[config.mk]
export PLATFORM = sky130hd
export DESIGN_NAME = fetch_queue
export DESIGN_NICKNAME = d
export VERILOG_FILES = /design/src/rtl/cpu_pkg.sv /design/src/rtl/fetch_queue_mem.sv /design/src/rtl/fetch_queue.sv
export SDC_FILE = /design/constraint.sdc
export NUM_CORES = 1
export LEC_CHECK = 0
export CORE_MARGIN = 2
export CORE_UTILIZATION = 29
export CTS_CLUSTER_SIZE = 16
export DETAILED_ROUTE_END_ITERATION = 12
export HOLD_SLACK_MARGIN = 0.15
export PLACE_DENSITY = 0.47
export SKIP_CTS_REPAIR_TIMING = 1
export SLEW_MARGIN = 15
export SYNTH_ARGS = -nofsm -noshare
export SYNTH_HDL_FRONTEND = slang
export SYNTH_HIERARCHICAL = 1
export SYNTH_SLANG_ARGS = --single-unit
[constraint.sdc]
create_clock -name CLK -period 6.95 [get_ports CLK]
set_clock_uncertainty 0.1 [all_clocks]
set_input_delay 1.39 -clock CLK [delete_from_list [all_inputs] [get_ports CLK]]
set_output_delay 1.39 -clock CLK [all_outputs]
set_load 0.02 [all_outputs]
[src/rtl/cpu_pkg.sv]
// Shared CPU constants: datapath width, opcode field width and default queue depth.
// Imported by the fetch queue and its storage sub-module.
package cpu_pkg;

  localparam int DEFAULT_BUS_WIDTH = 32;
  localparam int OPCODE_WIDTH      = 7;
  localparam int DEFAULT_DEPTH     = 4;

  // Returns 1 when depth is a usable queue size: a power of two, at least 2.
  function automatic bit isValidDepth(input int depth);
    return (depth >= 2) && ((depth & (depth - 1)) == 0);
  endfunction

endpackage

[src/rtl/fetch_queue_mem.sv]
// Entry storage for the fetch queue: {instruction, pc} array, one write port,
// and a combinational read mux.
module fetch_queue_mem
  import cpu_pkg::*;
#(
  parameter int BUS_WIDTH = DEFAULT_BUS_WIDTH,
  parameter int DEPTH     = DEFAULT_DEPTH
) (
  input  logic                     CLK,
  input  logic                     writeEn,
  input  logic [$clog2(DEPTH)-1:0] writeAddr,
  input  logic [BUS_WIDTH-1:0]     writeData,
  input  logic [BUS_WIDTH-1:0]     writePc,
  input  logic [$clog2(DEPTH)-1:0] readAddr,
  output logic [BUS_WIDTH-1:0]     readData,
  output logic [BUS_WIDTH-1:0]     readPc
);

  logic [BUS_WIDTH-1:0] dataArr [DEPTH];
  logic [BUS_WIDTH-1:0] pcArr   [DEPTH];

  // NOTE: storage has no reset; stale entries are never visible because the
  // queue count, not the array contents, decides what is valid.
  always_ff @(posedge CLK) begin
    if (writeEn) begin
      dataArr[writeAddr] <= writeData;
      pcArr[writeAddr]   <= writePc;
    end
  end

  assign readData = dataArr[readAddr];
  assign readPc   = pcArr[readAddr];

endmodule

[src/rtl/fetch_queue.sv]
// Instruction fetch queue: owns the fetch PC, pointers and count, pushes one word
// per cycle from a combinational instruction memory and presents the head to decode.
module fetch_queue
  import cpu_pkg::*;
#(
  parameter int BUS_WIDTH  = DEFAULT_BUS_WIDTH,
  parameter int DEPTH      = DEFAULT_DEPTH,
  parameter int IMEM_WORDS = 256
) (
  input  logic                   CLK,
  input  logic                   RST,
  output logic [BUS_WIDTH-1:0]   imem_addr,
  input  logic [BUS_WIDTH-1:0]   imem_data,
  output logic [BUS_WIDTH-1:0]   instr_out,
  output logic [BUS_WIDTH-1:0]   instr_pc,
  output logic                   instr_valid,
  input  logic                   instr_ready,
  input  logic                   redirect,
  input  logic [BUS_WIDTH-1:0]   redirect_pc,
  output logic [$clog2(DEPTH):0] occupancy,
  output logic                   fetch_done
);

  localparam int PTR_W = $clog2(DEPTH);
  localparam int CNT_W = PTR_W + 1;
  localparam logic [BUS_WIDTH-1:0] PC_END   = BUS_WIDTH'(IMEM_WORDS);
  localparam logic [CNT_W-1:0]     CNT_FULL = CNT_W'(DEPTH);

  logic [BUS_WIDTH-1:0] pc;
  logic [PTR_W-1:0]     rdPtr;
  logic [PTR_W-1:0]     wrPtr;
  logic [CNT_W-1:0]     count;
  logic                 pcInRange;
  logic                 pushEn;
  logic                 popEn;

  // NOTE: every signal written here gets a value on every path, so no latch forms.
  always_comb begin
    pcInRange = (pc < PC_END);
    popEn     = (count != '0) && instr_ready && !redirect;
    // A full queue may still accept a word when the head leaves in the same cycle.
    pushEn    = !redirect && pcInRange && ((count < CNT_FULL) || popEn);
  end

  // NOTE: state registers use non-blocking assignments so every update sees
  // the pre-edge values of the others.
  always_ff @(posedge CLK or posedge RST) begin
    if (RST) begin
      pc    <= '0;
      count <= '0;
      rdPtr <= '0;
      wrPtr <= '0;
    end else if (redirect) begin
      pc    <= redirect_pc;
      count <= '0;
      rdPtr <= '0;
      wrPtr <= '0;
    end else begin
      if (pushEn) begin
        pc    <= pc + BUS_WIDTH'(1);
        wrPtr <= wrPtr + PTR_W'(1);
      end
      if (popEn) begin
        rdPtr <= rdPtr + PTR_W'(1);
      end
      count <= count + CNT_W'(pushEn) - CNT_W'(popEn);
    end
  end

  fetch_queue_mem #(
    .BUS_WIDTH (BUS_WIDTH),
    .DEPTH     (DEPTH)
  ) u_mem (
    .CLK       (CLK),
    .writeEn   (pushEn),
    .writeAddr (wrPtr),
    .writeData (imem_data),
    .writePc   (pc),
    .readAddr  (rdPtr),
    .readData  (instr_out),
    .readPc    (instr_pc)
  );

  assign imem_addr   = pc;
  assign instr_valid = (count != '0);
  assign occupancy   = count;
  assign fetch_done  = !pcInRange && (count == '0);

endmodule

# --- Word level (Yosys, flattened, before mapping) ---
# Memories as Yosys holds them, arrays and structs flattened.
# Index checks and enable logic that the tools add are counted.
classes:
  n_eq_ne: 0
  n_addsub: 5
  mul: 0
  n_shift: 0
  n_div: 0
  n_mux: 9
  n_reduce_logical: 12
  order_cmp: 2
  n_bitwise: 0
op_table:
  columns: ["operator", "n"]
  rows:
  - ["$mux 32", 2]
  - ["$add 32x1->32 const B", 1]
  - ["$lt 32x9->1 const B", 1]
  - ["$mux 2", 4]
  - ["$logic_and 1x1->1", 5]
  - ["$add 2x1->2 const B", 2]
  - ["$reduce_bool 2->1", 2]
  - ["$add 3x1->3", 1]
  - ["$logic_not 3->1", 1]
  - ["$lt 3x3->1 const B", 1]
  - ["$mux 3", 1]
  - ["$reduce_bool 3->1", 1]
  - ["$sub 3x1->3", 1]
  - ["$logic_not 1->1", 2]
  - ["$mux 1", 2]
  - ["$logic_or 1x1->1", 1]
totals:
  mem_bits_rw: 256
  input_bits: 68
  mem_count: 2
  latchBits: 0
  romBits: 0
  regBits: 39
mem_list:
  columns: ["name", "words", "word_bits", "read_ports", "rd_clocked_by_memory_dff", "wr", "line", "source"]
  rows:
  - ["u_mem.dataArr", 4, 32, 1, 0, 1, "fetch_queue_mem.sv:19", "logic [BUS_WIDTH-1:0] dataArr [DEPTH];"]
  - ["u_mem.pcArr", 4, 32, 1, 0, 1, "fetch_queue_mem.sv:20", "logic [BUS_WIDTH-1:0] pcArr [DEPTH];"]

# --- Longest topological paths before layout ---
logic_depth:
  depth_word: 8
  ltp_mapped: 13
  mapped_depth_nobuf: 11

# --- Hierarchy ---
# The synthesis kept the hierarchy.
by_module_without_submodules:
  columns: ["mod", "instances", "area_each_um2", "seq_area_each_um2", "cells_per_inst"]
  rows:
  - ["fetch_queue_mem", 1, 9341.5, 7687.4, 338]
  - ["fetch_queue", 1, 1826.8, 975.9, 159]

# --- Least setup slack after synthesis ---
# Ideal clock, no wire load.
synth_timing:
  kind: "input port to flip-flop"
  startpoint: "in instr_ready"
  endpoint: "mem u_mem/dataArr[0][0] (netlist name), enable pin"
  setup_ns: 0.578
  n_path_buf: 0
  path_stages: 5
  setup_slack_ns: -0.581
  required_ns: 6.272
  arrival_time_ns: 6.853
  cell_sequence: "nand2b_1 -> nand3_1 -> or2_2 -> nor2_1 -> nor3b_1"
synth_via:
  elab_chain_cells: 6
synth_lines:
  columns: ["item", "line", "source"]
  rows:
  - ["start: declaration", "fetch_queue.sv:17", "input logic instr_ready,"]
  - ["$logic_and 1x1->1 (2 in a row)", "fetch_queue.sv:40", "popEn = (count != '0) && instr_ready && !redirect;"]
  - ["$logic_or 1x1->1", "fetch_queue.sv:42", "pushEn = !redirect && pcInRange && ((count < CNT_FULL) || popEn);"]
  - ["$logic_and 1x1->1", "fetch_queue.sv:42", null]
  - ["via pushEn", "fetch_queue.sv:34", "logic pushEn;"]
  - ["$mux 1", "fetch_queue_mem.sv:25", "if (writeEn) begin"]
  - ["$mux 1 (not written as such)", "fetch_queue_mem.sv:26", "dataArr[writeAddr] <= writeData;"]
  - ["end: declaration", "fetch_queue_mem.sv:19", null]
# The timed path passes the listed nets, and every way through them passes these cells.

# --- Final worst setup path ---
layout_timing:
  startpoint: "reg rdPtr[0]"
  endpoint: "out instr_pc[31]"
layout_via:
  elab_chain_cells: 1
layout_lines:
  columns: ["item", "line", "source"]
  rows:
  - ["start: declaration", "fetch_queue.sv:30", "logic [PTR_W-1:0] rdPtr;"]
  - ["start signal: assignment", "fetch_queue.sv:64", "rdPtr <= rdPtr + PTR_W'(1);"]
  - ["$mem_v2 4x32", null, null]
  - ["end: declaration", "fetch_queue.sv:15", "output logic [BUS_WIDTH-1:0] instr_pc,"]
# Every way passes these cells.

==> results.cfg <==
[outcome]
status = complete, no violations

[setup_path]
cp_top_family = flip-flops
endpoint_kind = output port
path_cells = buf_4, mux4_1, clkdlybuf4s50_1
cp-start-kind = flip-flop
crit_buf_inv = 2
cpMaxStageDelayCell = dfrtp_4
worstPathMaxFanout = 48
critical_path_required_ps = 5460
cpPeakStageDelay_ps = 1090
cp.arrival_ps = 3380
path_class = flip-flop to output port

[clocking]
cts.sink_count = 295
numCtsBuffers = 34
insertion_delay_ps = 510
cts_tree = built
root_buffer = clkbuf_16
cts_max_path_buffers = 3
cts.clk_slew.worst_paths_ps = 60
htreeDepth = 2

[synthesis]
synth_area_mm2 = 0.0112
yosysWarningCount = 6
ys_seq_area_frac = 0.776
synthTopCellsByCount = edfxtp_1, mux4_2, dfrtp_1, mux2_2, nor2_1
synthDistinctLibCells = 37
synth-edff-count = 256
synthCells = 497
async_flop_share = 0.132
yosys_register_bits = 295
synth_top_area_share = 0.688
syn_area_per_cell_um2 = 22.5
synth_top_area_cell = edfxtp_1
synth.net_count = 569
synth_ff_type = edfxtp_1
synth_area_leaders = edfxtp_1, mux4_2, dfrtp_1
yosysMostFrequentCell = edfxtp_1

[timing]
slew_headroom = 0.270
fmax_ghz = 0.205
finalMaxSlewViolations = 0
worst_pin_slew_ps = 1090
setup_viol = 0
rsz0062_at_grt = false
hold_viol = 0
period_share = 0.700
finalSetupTns_ps = 0
min_period_ps = 4870

[drt]
ant_nets = 0
drt-total-wl_mm = 25.4
drc = 0
first_pass_iters = 4
wl_per_cell_um = 20.8
dr_total_vias = 5513
drt_iter0_drc = 358
viasPerCell = 4.51

[cells_and_area]
utilization = 0.383
finalNonFillerCells = 1222
area_growth_pct = 29.6
nNetsFinal = 757
drive_gt1_frac = 0.211
fin_area_mm2 = 0.0145
n_antenna_cell = 0

[grt]
grt_max_degree = 66
overflow = 0
grt_pass1_vias = 6057
grt_pass1_wl_mm = 38.5
antenna_found_initial = 0
track_usage = 0.127

[placement]
placed_area_mm2 = 0.0134
port_buffers = 168
dp_hpwl_mm = 15.7
place_inst = 1160
gp_congestion = 0.703

[floorplanning]
fp.dieH_um = 200
core_area_mm2 = 0.0378
die_w_um = 200
start_util = 0.296
dieArea_mm2 = 0.0401
placementRows = 71
ios = 169

[hold_path]
hp-class = flip-flop to flip-flop

[power]
power_leakage_nw = 4.60
vdd_drop_max_mv = 0.173
power-per-cell-area_mw_per_mm2 = 270

[job]
cap_violations = 0
-- sequential cells by signal (all words and copies together), names as in the netlist --
name / cells
occupancy: 3
imem_addr: 32
u_mem/pcArr: 128
u_mem/dataArr: 128
rdPtr: 2
wrPtr: 2
-- per-layer routing --
metal,part of all wire,vias up,global-route usage
met5,0,-,0
met4,0.019,0,0.0360
met3,0.066,34,0.0390
met2,0.47,143,0.206
met1,0.44,2891,0.165
li1,-,2445,-
-- report_power, final --
group,internal [W],switching [W]
Sequential,0.00196,0.0000482
Combinational,0.000115,0.0000931
Clock,0.00101,0.000683
Total,0.00308,0.000824
-- placed cells by master (no fill, tap or decap), types with 2 or more instances in the layout --
master,netlist,final
clkinv_1,0,7
a31oi_1,5,5
or3_1,2,2
clkbuf_1,8,8
or2_2,3,3
o31ai_1,6,6
dfrtp_4,0,2
clkdlybuf4s50_1,0,167
or4_1,8,8
xor2_1,3,3
clkinv_2,0,3
mux4_2,60,60
mux4_1,4,4
nand2_1,6,6
o21ai_0,2,2
nand3_1,5,5
and3b_4,0,2
nor4_2,2,2
inv_1,7,6
a21oi_1,3,3
bufinv_16,0,2
edfxtp_1,256,256
clkbuf_16,0,34
a221o_1,2,2
nor4_1,6,6
ha_1,3,3
mux2_2,23,23
dfrtp_1,39,37
nor2_1,14,14
clkbuf_8,0,3
buf_4,0,5
inv_6,0,2
nor2b_1,4,4
-- final timing paths --
check / start / to / slack (ps) / cells after the start
worst min-delay path: imem_addr[16] / u_mem/pcArr[2][16] / 470 / 0
worst max-delay path: rdPtr[0] / instr_pc[31] / 2080 / 3
max in group asynchronous: RST / rdPtr[1] / 4750 / 2
worst min register to register: imem_addr[16] / u_mem/pcArr[2][16] / 470 / 0
worst max register to register: imem_addr[19] / u_mem/pcArr[1][28] / 2690 / 6
min in group asynchronous: RST / imem_addr[10] / 1320 / 2
-- cells by family (layout without fill, tap and decap cells) --
group	after synthesis	count (layout)	share of synthesized area
AOI/OAI and AO/OA	21	21	0.0131
xor gates and xnor gates	4	4	0.00314
adders and majority gates	4	4	0.00515
buffers and inverters	30	244	0.0204
DFF	295	295	0.776
muxes	87	87	0.154
and+or+nand+nor	56	56	0.0289
-- area by class of cell --
type | instances | area (µm²)
Inverter | 7 | 26.3
Timing Repair Buffer | 175 | 1760
Clock inverter | 17 | 151
Tap cell | 511 | 639
Sequential cell | 295 | 8670
Clock buffer | 45 | 922
Fill cell | 3443 | 23300
Multi-Input combinational cell | 172 | 2300
-- per-stage QoR --
stage               hold WS [ps]  setup WS, ps  total power [W]
finish                       474          2080          0.00391
global route                 509          1830          0.00405
CTS                          481          1920          0.00397
detailed placement           468          1920          0.00225
global placement             473          2050          0.00225
floorplan                    404          1720          0.00212
(Power assumes the default switching activity.)
